## src/rtl/party_btn_pkg.sv

```systemverilog
// Shared definitions for the party-game button peripheral: register offsets and FIRST-register layout.
package party_btn_pkg;

  localparam logic [1:0] REG_DATA  = 2'd0;
  localparam logic [1:0] REG_MASK  = 2'd1;
  localparam logic [1:0] REG_EDGE  = 2'd2;
  localparam logic [1:0] REG_FIRST = 2'd3;

  localparam int FIRST_VALID_BIT = 31;
  localparam int FIRST_IDX_W     = 8;

  typedef struct packed {
    logic                   valid;
    logic [FIRST_IDX_W-1:0] idx;
  } first_t;

  function automatic logic [31:0] first_word(input first_t f);
    logic [31:0] w;
    w                  = '0;
    w[FIRST_VALID_BIT] = f.valid;
    w[FIRST_IDX_W-1:0] = f.idx;
    return w;
  endfunction

endpackage

```

## src/rtl/party_button_pio_if.sv

```systemverilog
// Avalon-MM slave bus bundle for the button peripheral (readLatency = 1).
interface party_button_pio_if;
  logic [1:0]  avs_address;
  logic        avs_read;
  logic        avs_write;
  logic [31:0] avs_writedata;
  logic [31:0] avs_readdata;

  modport master (output avs_address, avs_read, avs_write, avs_writedata,
                  input  avs_readdata);
  modport slave  (input  avs_address, avs_read, avs_write, avs_writedata,
                  output avs_readdata);
endinterface

```

## src/rtl/party_button_pio_debounce.sv

```systemverilog
// One button channel: 2-flop synchroniser, saturating debounce counter, one-cycle press pulse.
module btn_debounce #(
  parameter int DEBOUNCE_CYCLES = 500000,
  parameter bit ACTIVE_LOW      = 1'b1
) (
  input  logic clk_clk,
  input  logic reset_reset_n,
  input  logic pad_i,
  output logic level_o,
  output logic press_o
);
  localparam int             CNT_W    = $clog2(DEBOUNCE_CYCLES);
  localparam logic [CNT_W-1:0] CNT_LAST = CNT_W'(DEBOUNCE_CYCLES - 1);

  logic             meta_q, p_q;
  logic             stable_q, stable_d;
  logic             press_q, press_d;
  logic [CNT_W-1:0] cnt_q, cnt_d;

  always_comb begin
    stable_d = stable_q;
    cnt_d    = '0;
    press_d  = 1'b0;
    if (p_q != stable_q) begin
      if (cnt_q == CNT_LAST) begin
        stable_d = p_q;
        press_d  = p_q;
      end else begin
        cnt_d = cnt_q + 1'b1;
      end
    end
  end

  // Polarity is folded in ahead of the synchroniser so cleared flops mean "released".
  always_ff @(posedge clk_clk or negedge reset_reset_n) begin
    if (!reset_reset_n) begin
      meta_q   <= 1'b0;
      p_q      <= 1'b0;
      stable_q <= 1'b0;
      cnt_q    <= '0;
      press_q  <= 1'b0;
    end else begin
      meta_q   <= pad_i ^ ACTIVE_LOW;
      p_q      <= meta_q;
      stable_q <= stable_d;
      cnt_q    <= cnt_d;
      press_q  <= press_d;
    end
  end

  assign level_o = stable_q;
  assign press_o = press_q;
endmodule

```

## src/rtl/party_button_pio.sv

```systemverilog
// N-channel button PIO: debounced levels, sticky press flags, masked IRQ, Avalon-MM register file.
// Optional first-press arbiter built only when PARTY_BTN_FIRST_EN is defined.
module party_button_pio
  import party_btn_pkg::*;
#(
  parameter int NUM_BTN         = 4,
  parameter int DEBOUNCE_CYCLES = 500000,
  parameter bit ACTIVE_LOW      = 1'b1
) (
  input  logic               clk_clk,
  input  logic               reset_reset_n,
  input  logic [NUM_BTN-1:0] button_export,
  party_button_pio_if.slave  avs,
  output logic               irq
);
  logic [NUM_BTN-1:0] level, press;
  logic [NUM_BTN-1:0] mask_q, mask_d;
  logic [NUM_BTN-1:0] edge_q, edge_d;
  logic [31:0]        rdata_q, rdata_d, rd_word, first_rd;
  logic               irq_q, irq_d;
  logic               wr_mask, wr_edge, wr_first;
  logic               unused_wdata;

  for (genvar g = 0; g < NUM_BTN; g++) begin : g_btn
    btn_debounce #(
      .DEBOUNCE_CYCLES (DEBOUNCE_CYCLES),
      .ACTIVE_LOW      (ACTIVE_LOW)
    ) u_deb (
      .clk_clk       (clk_clk),
      .reset_reset_n (reset_reset_n),
      .pad_i         (button_export[g]),
      .level_o       (level[g]),
      .press_o       (press[g])
    );
  end

  assign wr_mask      = avs.avs_write && (avs.avs_address == REG_MASK);
  assign wr_edge      = avs.avs_write && (avs.avs_address == REG_EDGE);
  assign wr_first     = avs.avs_write && (avs.avs_address == REG_FIRST);
  assign unused_wdata = ^avs.avs_writedata;

`ifdef PARTY_BTN_FIRST_EN
  first_t first_q, first_d;

  // Clear applies first so a press in the clearing cycle is still latched.
  always_comb begin
    first_d = first_q;
    if (wr_first) first_d = '0;
    if (!first_d.valid && |press) begin
      first_d.valid = 1'b1;
      for (int i = NUM_BTN - 1; i >= 0; i--) begin
        if (press[i]) first_d.idx = FIRST_IDX_W'(i);
      end
    end
  end

  always_ff @(posedge clk_clk or negedge reset_reset_n) begin
    if (!reset_reset_n) first_q <= '0;
    else                first_q <= first_d;
  end

  assign first_rd = first_word(first_q);
`else
  assign first_rd = '0;
`endif

  always_comb begin
    mask_d = mask_q;
    if (wr_mask) mask_d = avs.avs_writedata[NUM_BTN-1:0];

    edge_d = edge_q;
    if (wr_edge) edge_d = edge_q & ~avs.avs_writedata[NUM_BTN-1:0];
    edge_d = edge_d | press;

    irq_d = |(edge_q & mask_q);

    rd_word = '0;
    case (avs.avs_address)
      REG_DATA:  rd_word[NUM_BTN-1:0] = level;
      REG_MASK:  rd_word[NUM_BTN-1:0] = mask_q;
      REG_EDGE:  rd_word[NUM_BTN-1:0] = edge_q;
      REG_FIRST: rd_word              = first_rd;
      default:   rd_word              = '0;
    endcase

    rdata_d = avs.avs_read ? rd_word : rdata_q;
  end

  always_ff @(posedge clk_clk or negedge reset_reset_n) begin
    if (!reset_reset_n) begin
      mask_q  <= '0;
      edge_q  <= '0;
      irq_q   <= 1'b0;
      rdata_q <= '0;
    end else begin
      mask_q  <= mask_d;
      edge_q  <= edge_d;
      irq_q   <= irq_d;
      rdata_q <= rdata_d;
    end
  end

  assign avs.avs_readdata = rdata_q;
  assign irq              = irq_q;
endmodule

```

## src/flat_wrapper.sv

```systemverilog
// flat-port wrapper written by rule: the top's interface ports become plain ports
module party_button_pio_flat import party_btn_pkg::*;
#(
  parameter int NUM_BTN         = 4,
  parameter int DEBOUNCE_CYCLES = 500000,
  parameter bit ACTIVE_LOW      = 1'b1
)
  (clk_clk, reset_reset_n, button_export, irq, avs_avs_address, avs_avs_read, avs_avs_write, avs_avs_writedata, avs_avs_readdata);
  party_button_pio_if avs_i ();
  input  logic clk_clk;
  input  logic reset_reset_n;
  input  logic [NUM_BTN-1:0] button_export;
  output logic irq;
  input wire logic [$bits(avs_i.avs_address)-1:0] avs_avs_address;
  input wire logic [$bits(avs_i.avs_read)-1:0] avs_avs_read;
  input wire logic [$bits(avs_i.avs_write)-1:0] avs_avs_write;
  input wire logic [$bits(avs_i.avs_writedata)-1:0] avs_avs_writedata;
  output wire logic [$bits(avs_i.avs_readdata)-1:0] avs_avs_readdata;
  assign avs_i.avs_address = avs_avs_address;
  assign avs_i.avs_read = avs_avs_read;
  assign avs_i.avs_write = avs_avs_write;
  assign avs_i.avs_writedata = avs_avs_writedata;
  assign avs_avs_readdata = avs_i.avs_readdata;
  party_button_pio #(.NUM_BTN(NUM_BTN), .DEBOUNCE_CYCLES(DEBOUNCE_CYCLES), .ACTIVE_LOW(ACTIVE_LOW)) u_core (.clk_clk(clk_clk), .reset_reset_n(reset_reset_n), .button_export(button_export), .avs(avs_i), .irq(irq));
endmodule
```

## config.mk

```make
export PLATFORM = sky130hd
export DESIGN_NAME = party_button_pio_flat
export DESIGN_NICKNAME = d
export VERILOG_FILES = /design/src/rtl/party_btn_pkg.sv /design/src/rtl/party_button_pio_if.sv /design/src/rtl/party_button_pio_debounce.sv /design/src/rtl/party_button_pio.sv /design/src/flat_wrapper.sv
export SDC_FILE = /design/constraint.sdc
export NUM_CORES = 1
export LEC_CHECK = 0
export ABC_AREA = 1
export ABC_CLOCK_PERIOD_IN_PS = 1700
export BUFFER_PORTS_ARGS = -buffer_cell sky130_fd_sc_hd__buf_2
export CAP_MARGIN = 25
export CORE_AREA = 10 10 112 114
export DETAILED_ROUTE_END_ITERATION = 16
export DIE_AREA = 0 0 122 124
export PLACE_DENSITY_LB_ADDON = 0.2
export SYNTH_ARGS = -nofsm -noshare
export SYNTH_HDL_FRONTEND = slang
export SYNTH_SLANG_ARGS = --single-unit
```

## constraint.sdc

```tcl
create_clock -name clk_clk -period 1.7 [get_ports clk_clk]
set_input_delay 0.255 -clock clk_clk [delete_from_list [all_inputs] [get_ports clk_clk]]
set_output_delay 0.255 -clock clk_clk [all_outputs]
set_load 0.02 [all_outputs]
```

# == After elaboration in Yosys (flattened, before gate mapping) ==
# Index checks and enable logic that the tools add are counted.
# classes
reduce_logical,8
shift,0
n_addsub,4
n_lt_le_gt_ge,0
n_div,0
bitwise_logic,8
muxes,18
mul,0
n_eq_ne,11
# op_table
cell,count
two-way mux 19 bit,8
"adder 19 x 1 -> 19 bit, second input constant",4
"== test 19 bit, second input constant",4
case mux 4 bit (4 select lines),1
AND 4 bit,2
two-way mux 1 bit,8
AND reduction 2 bit,4
"== test 2 bit, second input constant",2
two-way mux 4 bit,1
inequality test 1 bit,4
NOT 1 bit,4
NOT 4 bit,1
OR 4 bit,1
OR reduction 4 bit,1
"== test 2 x 1 -> 1 bit, second input constant",1
logical AND 1 bit,2
logical NOT 2 bit,1
# totals
inputBits,42
elab_cells,73
mem_count,0
ram_bits,0
latch_bits,0
rom_bits,0
out_inout_bits,33
register_bits,105

# == Longest topological paths before layout ==
# Gate-level depths: netlist (run 1).
# logic_depth
depth_word,4
ltp_mapped,9
depth_no_buf,9

# == Cells and area by module ==
# A second synthesis (run 1) with hierarchy kept.
# hier_totals
hier_cells,714
hier_area_um2,5746.8
# by_module_without_submodules
module,cells_each,area_each_um2,n_inst
btn_debounce at u_core.g_btn[0].u_deb ...,150,1227.4,3
btn_debounce at u_core.g_btn[1].u_deb,149,1223.7,1
party_button_pio,115,840.8,1

# == Worst setup path before layout (run 1) ==
# Ideal clock, no wire load.
# synth_timing
kind,reg2reg
startpoint,reg u_core.g_btn[2].u_deb.cnt_q[0]
endpoint,reg u_core.g_btn[2].u_deb.cnt_q[14]
setup_time_ns,0.122
period_less_slack_ns,1.298
required_ns,1.578
path_buffers,0
path_slack_ns,0.402
arrival_ns,1.176
path_stages_with_launch,8
cell_sequence,dfrtp_1 -> ha_1 -> nand2_1 -> nor2_2 -> nand2_1 -> nor2_1 -> xor2_1 -> nor2_1
# synth_via
elab_chain_cells,3
word_cells_on_any_way,4
classes_between,add/sub (1); eq/ne (1); mux (2)
# synth_rtl
item,line_no,rtl
"start, declared",party_button_pio_debounce.sv:18,"logic [CNT_W-1:0] cnt_q, cnt_d;"
"start signal, assigned",party_button_pio_debounce.sv:46,cnt_q <= cnt_d;
adder 19 x 1 -> 19 bit or == test 19 bit (tied branches),"party_button_pio_debounce.sv:29, party_button_pio_debounce.sv:25",
two-way mux 19 bit (*),party_button_pio_debounce.sv:25,if (cnt_q == CNT_LAST) begin
two-way mux 19 bit (*),party_button_pio_debounce.sv:24,if (p_q != stable_q) begin
net u_core.g_btn[2].u_deb.cnt_d[14],party_button_pio_debounce.sv:18,
# Mark *: on every way through the listed nets, which the timed path passes. The rest lies on a longest branch.
# A chain may end at the register's enable or synchronous reset.

# == Worst setup path after layout (run 1) ==
# layout_timing
startpoint,reg u_core.g_btn[0].u_deb.cnt_q[0]
endpoint,reg u_core.g_btn[0].u_deb.cnt_q[18]
# layout_via
elab_chain_cells,3
word_cells_on_any_way,4
classes_between,add/sub (1); eq/ne (1); mux (2)
# layout_rtl
item,line_no
"start, declared",party_button_pio_debounce.sv:18
"start signal, assigned",party_button_pio_debounce.sv:46
adder 19 x 1 -> 19 bit or == test 19 bit (tied branches),"party_button_pio_debounce.sv:29, party_button_pio_debounce.sv:25"
two-way mux 19 bit (*),party_button_pio_debounce.sv:25
two-way mux 19 bit (*),party_button_pio_debounce.sv:24
net u_core.g_btn[0].u_deb.cnt_d[18],party_button_pio_debounce.sv:18
# Marks and branches as above.

==> impl_metrics.py, run 1 <==
metrics = {
    "status": {
        "status": "finished clean",
    },
    "global_routing": {
        "overflow": 0,
        "grt_start_max_net_pins": 47,
        "antenna_found_initial": 0,
        "grt_pass1_vias": 4518,
        "grt.total_usage_pct": 16.5,
        "grt_pass1_wl_mm": 20.4,
    },
    "detailed_routing": {
        "vias": 4726,
        "drt_iter0_drc": 402,
        "ant_nets": 0,
        "dr.pass1.iters": 5,
        "vias_per_cell": 5.07,
        "post_drt_wl_per_cell_um": 13.0,
        "totalWireLength_mm": 12.2,
        "drc": 0,
    },
    "floorplanning": {
        "coreArea_um2": 10200,
        "fp-row-count": 37,
        "ios": 75,
        "die-area_um2": 15100,
        "initial_utilization_pct": 57.4,
        "die_w_um": 122,
        "die_h_um": 124,
    },
    "run": {
        "maxCapViolations": 0,
    },
    "power_and_ir_drop": {
        "power_mw": 4.40,
        "leakagePower_nw": 2.63,
        "peakVddDrop_mv": 0.675,
        "powerDensity_nw_per_um2": 704,
    },
    "synth": {
        "synth_common_cells": "nor2_1, nand2_1, dfrtp_1",
        "synthCells": 763,
        "synth.area.top_cells": "dfrtp_1, nor2_1, nand2_1",
        "yosys_most_used_dff": "dfrtp_1",
        "synth_seq_cells": 105,
        "synth_warnings": 0,
        "synthArstFlopShare_pct": 100,
        "yosysUniqueCellTypes": 35,
        "yosys.area.top_type_share_pct": 44.8,
        "yosysSeqAreaShare_pct": 44.8,
        "syn_area_um2": 5870,
        "yosysMostFrequentCell": "nor2_1",
        "yosysTopAreaCell": "dfrtp_1",
        "synth_enable_flop_cells": 0,
        "avgSynthCellArea_um2": 7.69,
    },
    "hold_path": {
        "hp-start": "button_export[3]",
        "hp-class": "in -> reg",
    },
    "critical_path": {
        "r2r_cells": 8,
        "end_kind": "flip-flop",
        "critical_path.slowest_cell": "dfrtp_1",
        "cpPeakStageDelay_ns": 0.40,
        "path_buf_inv": 0,
        "cp_cell_sequence": "ha_1 > nand2_1 > nor2_2 > nand2_1 > nor2_1 > nand3_1 > nand3_1 > nor2_1",
        "start_kind": "flip-flop",
        "r2r-end": "u_core.g_btn[0].u_deb.cnt_q[18]",
        "r2r_slack_ns": 0.20,
        "crit_cells": 8,
        "crit_type": "reg -> reg",
        "crit_path_start": "u_core.g_btn[0].u_deb.cnt_q[0]",
        "setup.worst_path.end": "u_core.g_btn[0].u_deb.cnt_q[18]",
        "crit_fanout": 5,
        "required_ns": 1.96,
        "crit_family": "simple AND/OR/NAND/NOR gates",
        "cp.arrival_ns": 1.76,
        "r2r-start": "u_core.g_btn[0].u_deb.cnt_q[0]",
    },
    "sta": {
        "finalSetupViolations": 0,
        "hold_slack_ns": 0.0230,
        "final_max_slew_viol_count": 0,
        "fin_crit_sh_pct": 88.3,
        "setup-tns-final_ns": 0,
        "fin_ws_ns": 0.199,
        "grt_setup_unrepaired": "no",
        "final_hold_viol_count": 0,
        "max_freq_ghz": 0.666,
        "post-route-min-period_ns": 1.50,
        "fin_skew_ns": 0.00869,
    },
    "placement": {
        "dp_hpwl_mm": 9.26,
        "gp_congestion": 0.916,
        "place_area_um2": 6040,
        "dp.cells": 914,
        "dpl_worst_slack_ns": 0.211,
        "io_buffers": 18,
    },
    "final_layout": {
        "antennaDiodeCount": 0,
        "syn2layout_area_growth_pct": 6.40,
        "design_area_um2": 6240,
        "layout.nets": 838,
        "layout-drive-gt1-share_pct": 10.1,
        "final_util_pct": 61.0,
        "finalNonFillerCells": 932,
    },
    "clock_tree": {
        "htree_num_levels": 3,
        "cts_tree": "built",
        "clockRootBuffer": "clkbuf_8",
        "cts_buffers": 9,
        "clk_pin_slew_ns": 0.09,
        "clock_latency_ns": 0.37,
        "clockBufferDepth": 2,
        "cts_sinks": 105,
    },
}
==> power breakdown <==
group          leakage, nW  total, mW  switching [mW]  internal (mW)
sequential            1.42       2.61          0.0478           2.56
combinational         1.11      0.332           0.241         0.0912
clock               0.0891       1.46           0.881          0.576
==> metal layers <==
layer | vias up | share of wire (%) | GRT usage, %
met1 | 2225 | 45 | 20.6
met3 | 8 | 5.1 | 3.48
met2 | 85 | 49 | 27.9
li1 | 2408 | - | -
met4 | 0 | 0.83 | 5.44
met5 | - | 0 | 0
==> worst register-to-register path: stages, from the launching register on <==
cell	delay [ns]
dfrtp_1	0.40
ha_1	0.20
nand2_1	0.11
nor2_2	0.21
nand2_1	0.07
nor2_1	0.19
nand3_1	0.10
nand3_1	0.07
nor2_1	0.04
==> registers in the layout (all words and copies together), names as in the netlist <==
name / cells
u_core.g_btn.u_deb.press_o: 4
u_core.edge_q: 4
u_core.g_btn.u_deb.cnt_q: 76
u_core.irq: 1
u_core.g_btn.u_deb.p_q: 4
u_core.g_btn.u_deb.level_o: 4
u_core.mask_q: 4
u_core.g_btn.u_deb.meta_q: 4
u_core.avs.avs_readdata: 4
==> worst min path at each step <==
stage | to | depth (start not counted) | slack, ns
2_1_floorplan | u_core.avs.avs_readdata[0] | 0 | -0.04
3_3_place_gp | u_core.g_btn[2].u_deb.cnt_q[7] | 1 | 0.22
3_5_place_dp | u_core.g_btn[2].u_deb.cnt_q[6] | 1 | 0.22
4_1_cts | u_core.g_btn[1].u_deb.meta_q | 2 | 0.007
5_1_grt | u_core.g_btn[3].u_deb.meta_q | 2 | 0.004
6_report | u_core.g_btn[3].u_deb.meta_q | 2 | 0.02
==> placed cells by master, fill, tap and decap left out, types with 3 or more instances in the layout <==
| cell | synthesis | layout |
|---|---|---|
| a21oi_1 | 8 | 8 |
| xor2_1 | 30 | 30 |
| dlygate4sd3_1 | 0 | 3 |
| xor2_2 | 3 | 3 |
| nor3b_2 | 3 | 3 |
| nand4_1 | 20 | 20 |
| nor2_1 | 187 | 187 |
| o21ai_0 | 16 | 16 |
| nand2_1 | 134 | 134 |
| nand3_1 | 58 | 58 |
| o21bai_1 | 5 | 5 |
| o21a_1 | 4 | 4 |
| buf_2 | 5 | 17 |
| dfrtp_1 | 105 | 105 |
| o21ai_1 | 8 | 8 |
| nand2_2 | 11 | 11 |
| nor2_2 | 12 | 12 |
| clkbuf_8 | 0 | 10 |
| inv_2 | 5 | 5 |
| nor3_1 | 8 | 8 |
| inv_1 | 77 | 77 |
| buf_4 | 28 | 4 |
| nor2_4 | 4 | 4 |
| o22a_1 | 3 | 3 |
| ha_1 | 4 | 4 |
| nand3b_1 | 6 | 6 |
| conb_1 | 1 | 28 |
| xnor2_1 | 3 | 3 |
==> timing repair <==
item	4_1_cts	5_1_grt
endpoints found under the hold margin	29	0
gates resized for setup	0	0
hold buffers	3	0
setup buffers	0	0
==> layout make-up <==
type	count	area [um2]
Timing Repair Buffer	26	185
Inverter	83	312
Multi-Input combinational cell	567	2770
Sequential cell	105	2630
Clock inverter	5	38.8
Fill cell	921	3990
Clock buffer	10	138
Tap cell	136	170
==> cell families (layout without fill, tap and decap cells) <==
kind of cell    after synthesis  count (layout)  share of synthesized area, %
flops                       105             105                          44.8
simple gates                451             451                          34.1
other cells                   1              28                        0.0639
compound gates               48              48                          4.80
buf+inv                     118             124                          9.70
fa+ha+maj                     4               4                         0.853
xor+xnor                     36              36                          5.76
Power figures use the tool's default switching activity.
==> run 2: changes to the inputs <==
- CELL_PAD_IN_SITES_DETAIL_PLACEMENT: unset -> 2
- CELL_PAD_IN_SITES_GLOBAL_PLACEMENT: unset -> 2
- CORE_AREA: 10 10 112 114 -> 10 10 143 145
- DIE_AREA: 0 0 122 124 -> 0 0 153 155
==> run 2 against run 1 <==
Global-route usage down 2.3 points. Power grew 17%. Register-to-register slack got worse by 0.06 ns. Flip-flop and latch count did not move. Cell area up 3.8%. First-iteration DRC count fell by 62%. Wire length is 35% higher. Clock skew shrank 0.00096 ns. Critical path type unchanged. Largest power group unchanged.
==> impl_metrics.py, run 2 (synthesis gave the netlist of run 1 again) <==
metrics = {
    "global_routing": {
        "grt_start_max_net_pins": 43,
        "overflow": 0,
        "grt.total_usage_pct": 14.2,
        "grt_pass1_vias": 5547,
        "grt_pass1_wl_mm": 27.9,
        "antenna_found_initial": 0,
    },
    "detailed_routing": {
        "ant_nets": 0,
        "post_drt_wl_per_cell_um": 16.1,
        "drt_iter0_drc": 154,
        "vias": 4934,
        "totalWireLength_mm": 16.4,
        "drc": 0,
        "vias_per_cell": 4.82,
        "dr.pass1.iters": 4,
    },
    "final_layout": {
        "layout-drive-gt1-share_pct": 10.6,
        "syn2layout_area_growth_pct": 10.5,
        "regMostFlops": "u_core.g_btn.u_deb.cnt_q",
        "nFillCells": 2061,
        "final_util_pct": 36.7,
        "largest_register_ffs": 76,
        "final_cell_mix": "nor2_1, nand2_1, dfrtp_1",
        "finalNonFillerCells": 1024,
        "final_common_cell": "nor2_1",
        "layout.nets": 836,
        "antennaDiodeCount": 0,
    },
    "placement": {
        "io_buffers": 18,
        "dp_hpwl_mm": 12.9,
        "dp.cells": 1007,
        "gp_congestion": 0.816,
    },
    "sta": {
        "final_max_slew_viol_count": 0,
        "max_freq_ghz": 0.641,
        "post-route-min-period_ns": 1.56,
        "fin_crit_sh_pct": 91.8,
        "fin_skew_ns": 0.00773,
        "grt_setup_unrepaired": "no",
        "setup-tns-final_ns": 0,
        "final_hold_viol_count": 0,
        "finalSetupViolations": 0,
    },
    "critical_path": {
        "path_buf_inv": 0,
        "crit_family": "simple AND/OR/NAND/NOR gates",
        "crit_fanout": 6,
        "crit_type": "reg -> reg",
        "cp.arrival_ns": 1.80,
        "required_ns": 1.94,
        "start_kind": "flip-flop",
        "crit_path_start": "u_core.g_btn[3].u_deb.cnt_q[0]",
        "critical_path.slowest_cell": "dfrtp_1",
        "r2r-start": "u_core.g_btn[3].u_deb.cnt_q[0]",
        "cp_cell_sequence": "ha_1 > nand2_1 > nor2_2 > nand3_1 > nand2_2 > nor2_1",
        "end_kind": "flip-flop",
        "cpPeakStageDelay_ns": 0.39,
    },
    "floorplanning": {
        "ios": 75,
        "initial_utilization_pct": 33.2,
        "die-area_um2": 23700,
        "coreArea_um2": 17700,
        "die_h_um": 155,
        "fp-row-count": 49,
        "die_w_um": 153,
    },
    "clock_tree": {
        "cts_buffers": 9,
        "htree_num_levels": 3,
        "cts_tree": "built",
        "clock_latency_ns": 0.36,
        "cts_sinks": 105,
        "clockBufferDepth": 2,
        "post_cts_buffers": 0,
        "clk_pin_slew_ns": 0.07,
        "clockRootBuffer": "clkbuf_16",
    },
    "hold_path": {
        "hp-class": "in -> reg",
        "hp-start": "button_export[1]",
    },
    "power_and_ir_drop": {
        "peakVddDrop_mv": 0.507,
        "powerDensity_nw_per_um2": 796,
        "leakagePower_nw": 2.68,
    },
    "status": {
        "status": "finished clean",
    },
    "run": {
        "maxCapViolations": 0,
    },
}
==> run 2: cell types whose count changed in the layout (fill, tap and decap cells not counted), moves of 2 or more <==
cell,change
clkbuf_16,+9
clkbuf_8,-8
clkinv_2,+2
dlygate4sd3_1,-2
inv_6,-2
nor2_1,-2
==> run 2: where the power goes <==
group	internal, mW	total, mW	switching, mW
Sequential	2.56	2.61	0.0503
Combinational	0.0890	0.345	0.256
Clock	1.22	2.20	0.982
Total	3.87	5.16	1.29
==> run 2: area by class of cell <==
| cell class | instances | area (um2) | area share (%) |
|---|---|---|---|
| Timing Repair Buffer | 24 | 165 | 2.55 |
| Inverter | 83 | 312 | 4.81 |
| Sequential cell | 105 | 2630 | 40.5 |
| Clock inverter | 5 | 53.8 | 0.830 |
| Tap cell | 229 | 287 | 4.42 |
| Multi-Input combinational cell | 567 | 2790 | 43.0 |
| Clock buffer | 11 | 253 | 3.90 |
==> run 2: final timing paths <==
path,end,slack (ns),cells after the start
worst max-delay path,u_core.g_btn[3].u_deb.cnt_q[8],0.14,6
worst min-delay path,u_core.g_btn[1].u_deb.meta_q,0.03,2
worst max register to register,u_core.g_btn[3].u_deb.cnt_q[8],0.14,6
worst min register to register,u_core.g_btn[2].u_deb.p_q,0.34,0
max in group asynchronous,u_core.g_btn[0].u_deb.cnt_q[4],0.76,3
min in group asynchronous,u_core.g_btn[2].u_deb.cnt_q[13],0.37,2
==> run 2: timing repair <==
item,4_1_cts,5_1_grt
endpoints found under the setup margin,0,9
endpoints found under the hold margin,24,0
gates resized for setup,0,4
hold buffers,1,0
==> run 2: metal layers <==
layer	part of all wire, %	vias to the layer above	global-route usage [%]
li1	-	2411	-
met1	44	2464	16.5
met2	52	43	25.6
met3	2.4	16	3.14
met4	1.4	0	3.68
met5	0	-	0
==> run 2: stage by stage <==
| step | power, mW | cell area (um2) | setup slack, ns | hold slack [ns] |
|---|---|---|---|---|
| 3_3_place_gp | 2.99 | 6150 | 0.198 | 0.206 |
| 4_1_cts | 5.25 | 6470 | 0.0698 | 0.0137 |
| 2_1_floorplan | 2.90 | 5970 | 0.402 | -0.0406 |
| 6_report | 5.16 | 6480 | 0.140 | 0.0285 |
| 5_1_grt | 5.41 | 6480 | 0.0108 | 0.0158 |
| 3_5_place_dp | 3.01 | 6150 | 0.0809 | 0.215 |
==> run 3: changes to the inputs <==
- HOLD_SLACK_MARGIN: unset -> 0.08
==> run 3 against run 2 <==
Power rose by 0.14%. First-iteration DRC count fell by 5.2%. Clock power barely moved. Register-to-register slack barely moved. Largest power group unchanged. Critical path type unchanged.
==> impl_metrics.py, run 3 (synthesis gave the netlist of run 1 again) <==
metrics = {
    "final_layout": {
        "antennaDiodeCount": 0,
        "regMostFlops": "u_core.g_btn.u_deb.cnt_q",
        "layout-drive-gt1-share_pct": 10.5,
        "syn2layout_area_growth_pct": 11.1,
        "layout.nets": 840,
        "final_common_cell": "nor2_1",
        "finalNonFillerCells": 1028,
        "design_area_um2": 6520,
        "largest_register_ffs": 76,
        "final_cell_mix": "nor2_1, nand2_1, dfrtp_1",
    },
    "critical_path": {
        "crit_type": "reg -> reg",
        "crit_family": "simple AND/OR/NAND/NOR gates",
        "critical_path.slowest_cell": "dfrtp_1",
        "end_kind": "flip-flop",
        "crit_fanout": 6,
        "path_buf_inv": 0,
        "cp.arrival_ns": 1.80,
        "cp_cell_sequence": "ha_1 > nand2_1 > nor2_2 > nand3_1 > nand2_2 > nor2_1",
        "required_ns": 1.94,
        "crit_cells": 6,
        "r2r_cells": 6,
        "start_kind": "flip-flop",
        "cpPeakStageDelay_ns": 0.39,
    },
    "sta": {
        "setup-tns-final_ns": 0,
        "post-route-min-period_ns": 1.56,
        "fin_skew_ns": 0.00772,
        "max_freq_ghz": 0.641,
        "finalSetupViolations": 0,
        "fin_crit_sh_pct": 91.8,
        "final_hold_viol_count": 0,
        "grt_setup_unrepaired": "no",
        "final_max_slew_viol_count": 0,
    },
    "detailed_routing": {
        "dr.pass1.iters": 4,
        "vias": 4947,
        "drt_iter0_drc": 146,
        "ant_nets": 0,
        "vias_per_cell": 4.81,
        "drc": 0,
        "totalWireLength_mm": 16.5,
        "post_drt_wl_per_cell_um": 16.0,
    },
    "clock_tree": {
        "htree_num_levels": 3,
        "cts_buffers": 9,
        "cts_tree": "built",
        "clockBufferDepth": 2,
        "clockRootBuffer": "clkbuf_16",
        "clk_pin_slew_ns": 0.07,
        "clock_latency_ns": 0.36,
        "cts_sinks": 105,
    },
    "run": {
        "maxCapViolations": 0,
    },
    "hold_path": {
        "hold_depth": 3,
        "hp-class": "in -> reg",
    },
    "placement": {
        "gp_congestion": 0.816,
        "io_buffers": 18,
        "dp.cells": 1007,
        "place_area_um2": 6150,
        "dp_hpwl_mm": 12.9,
    },
    "global_routing": {
        "grt_pass1_vias": 5563,
        "overflow": 0,
        "grt.total_usage_pct": 14.2,
        "grt_start_max_net_pins": 43,
        "grt_pass1_wl_mm": 28.0,
        "antenna_found_initial": 0,
    },
    "floorplanning": {
        "die-area_um2": 23700,
        "coreArea_um2": 17700,
        "ios": 75,
        "fp-row-count": 49,
        "initial_utilization_pct": 33.2,
        "die_h_um": 155,
        "die_w_um": 153,
    },
    "power_and_ir_drop": {
        "power_mw": 5.17,
        "powerDensity_nw_per_um2": 792,
        "leakagePower_nw": 2.70,
        "peakVddDrop_mv": 0.507,
    },
    "status": {
        "status": "finished clean",
    },
}
-- run 3: timing repair --
| action | 4_1_cts | 5_1_grt |
|---|---|---|
| hold endpoints to repair | 28 | 0 |
| setup buffers | 0 | 0 |
| hold buffers | 5 | 0 |
| resized for setup | 0 | 4 |
| endpoints found under the setup margin | 0 | 9 |
-- run 3: worst paths after layout --
| path | from | end | slack [ns] |
|---|---|---|---|
| max in group asynchronous | reset_reset_n | u_core.g_btn[0].u_deb.cnt_q[4] | 0.76 |
| min in group asynchronous | reset_reset_n | u_core.g_btn[2].u_deb.cnt_q[13] | 0.37 |
| max | u_core.g_btn[3].u_deb.cnt_q[0] | u_core.g_btn[3].u_deb.cnt_q[8] | 0.14 |
| min reg2reg | u_core.g_btn[2].u_deb.meta_q | u_core.g_btn[2].u_deb.p_q | 0.34 |
| min | avs_avs_writedata[0] | u_core.mask_q[0] | 0.22 |
| max reg2reg | u_core.g_btn[3].u_deb.cnt_q[0] | u_core.g_btn[3].u_deb.cnt_q[8] | 0.14 |
-- run 3: area by class of cell --
class,instances,area (um2)
Inverter,83,312
Multi-Input combinational cell,567,2790
Sequential cell,105,2630
Clock buffer,11,253
Fill cell,2056,11100
Tap cell,229,287
Clock inverter,5,53.8
Timing Repair Buffer,28,205
-- run 3: layer usage --
| layer | up-vias | global-route usage [%] | wire length [um] |
|---|---|---|---|
| met5 | - | 0 | 0 |
| met4 | 0 | 3.68 | 225 |
| met3 | 16 | 3.03 | 364 |
| met2 | 43 | 25.7 | 8550 |
| met1 | 2468 | 16.6 | 7320 |
| li1 | 2420 | - | - |
-- run 3: worst min-delay path, cell delays in order --
cell	delay, ns
buf_2	0.11
inv_1	0.06
o21ai_0	0.09
-- run 3: stage by stage --
stage / hold WS [ns] / setup WS (ns) / utilization (%)
after floorplan: -0.0406 / 0.402 / -
after CTS: 0.212 / 0.0698 / 36.9
final: 0.216 / 0.140 / 36.9
after detailed placement: 0.215 / 0.0809 / 34.9
after global routing: 0.223 / 0.0108 / 36.9
after global placement: 0.206 / 0.198 / 34.9
-- run 3: power breakdown --
part	internal, mW	switching (mW)
registers	2.56	0.0502
logic	0.0949	0.257
clock network	1.22	0.982
total	3.88	1.29
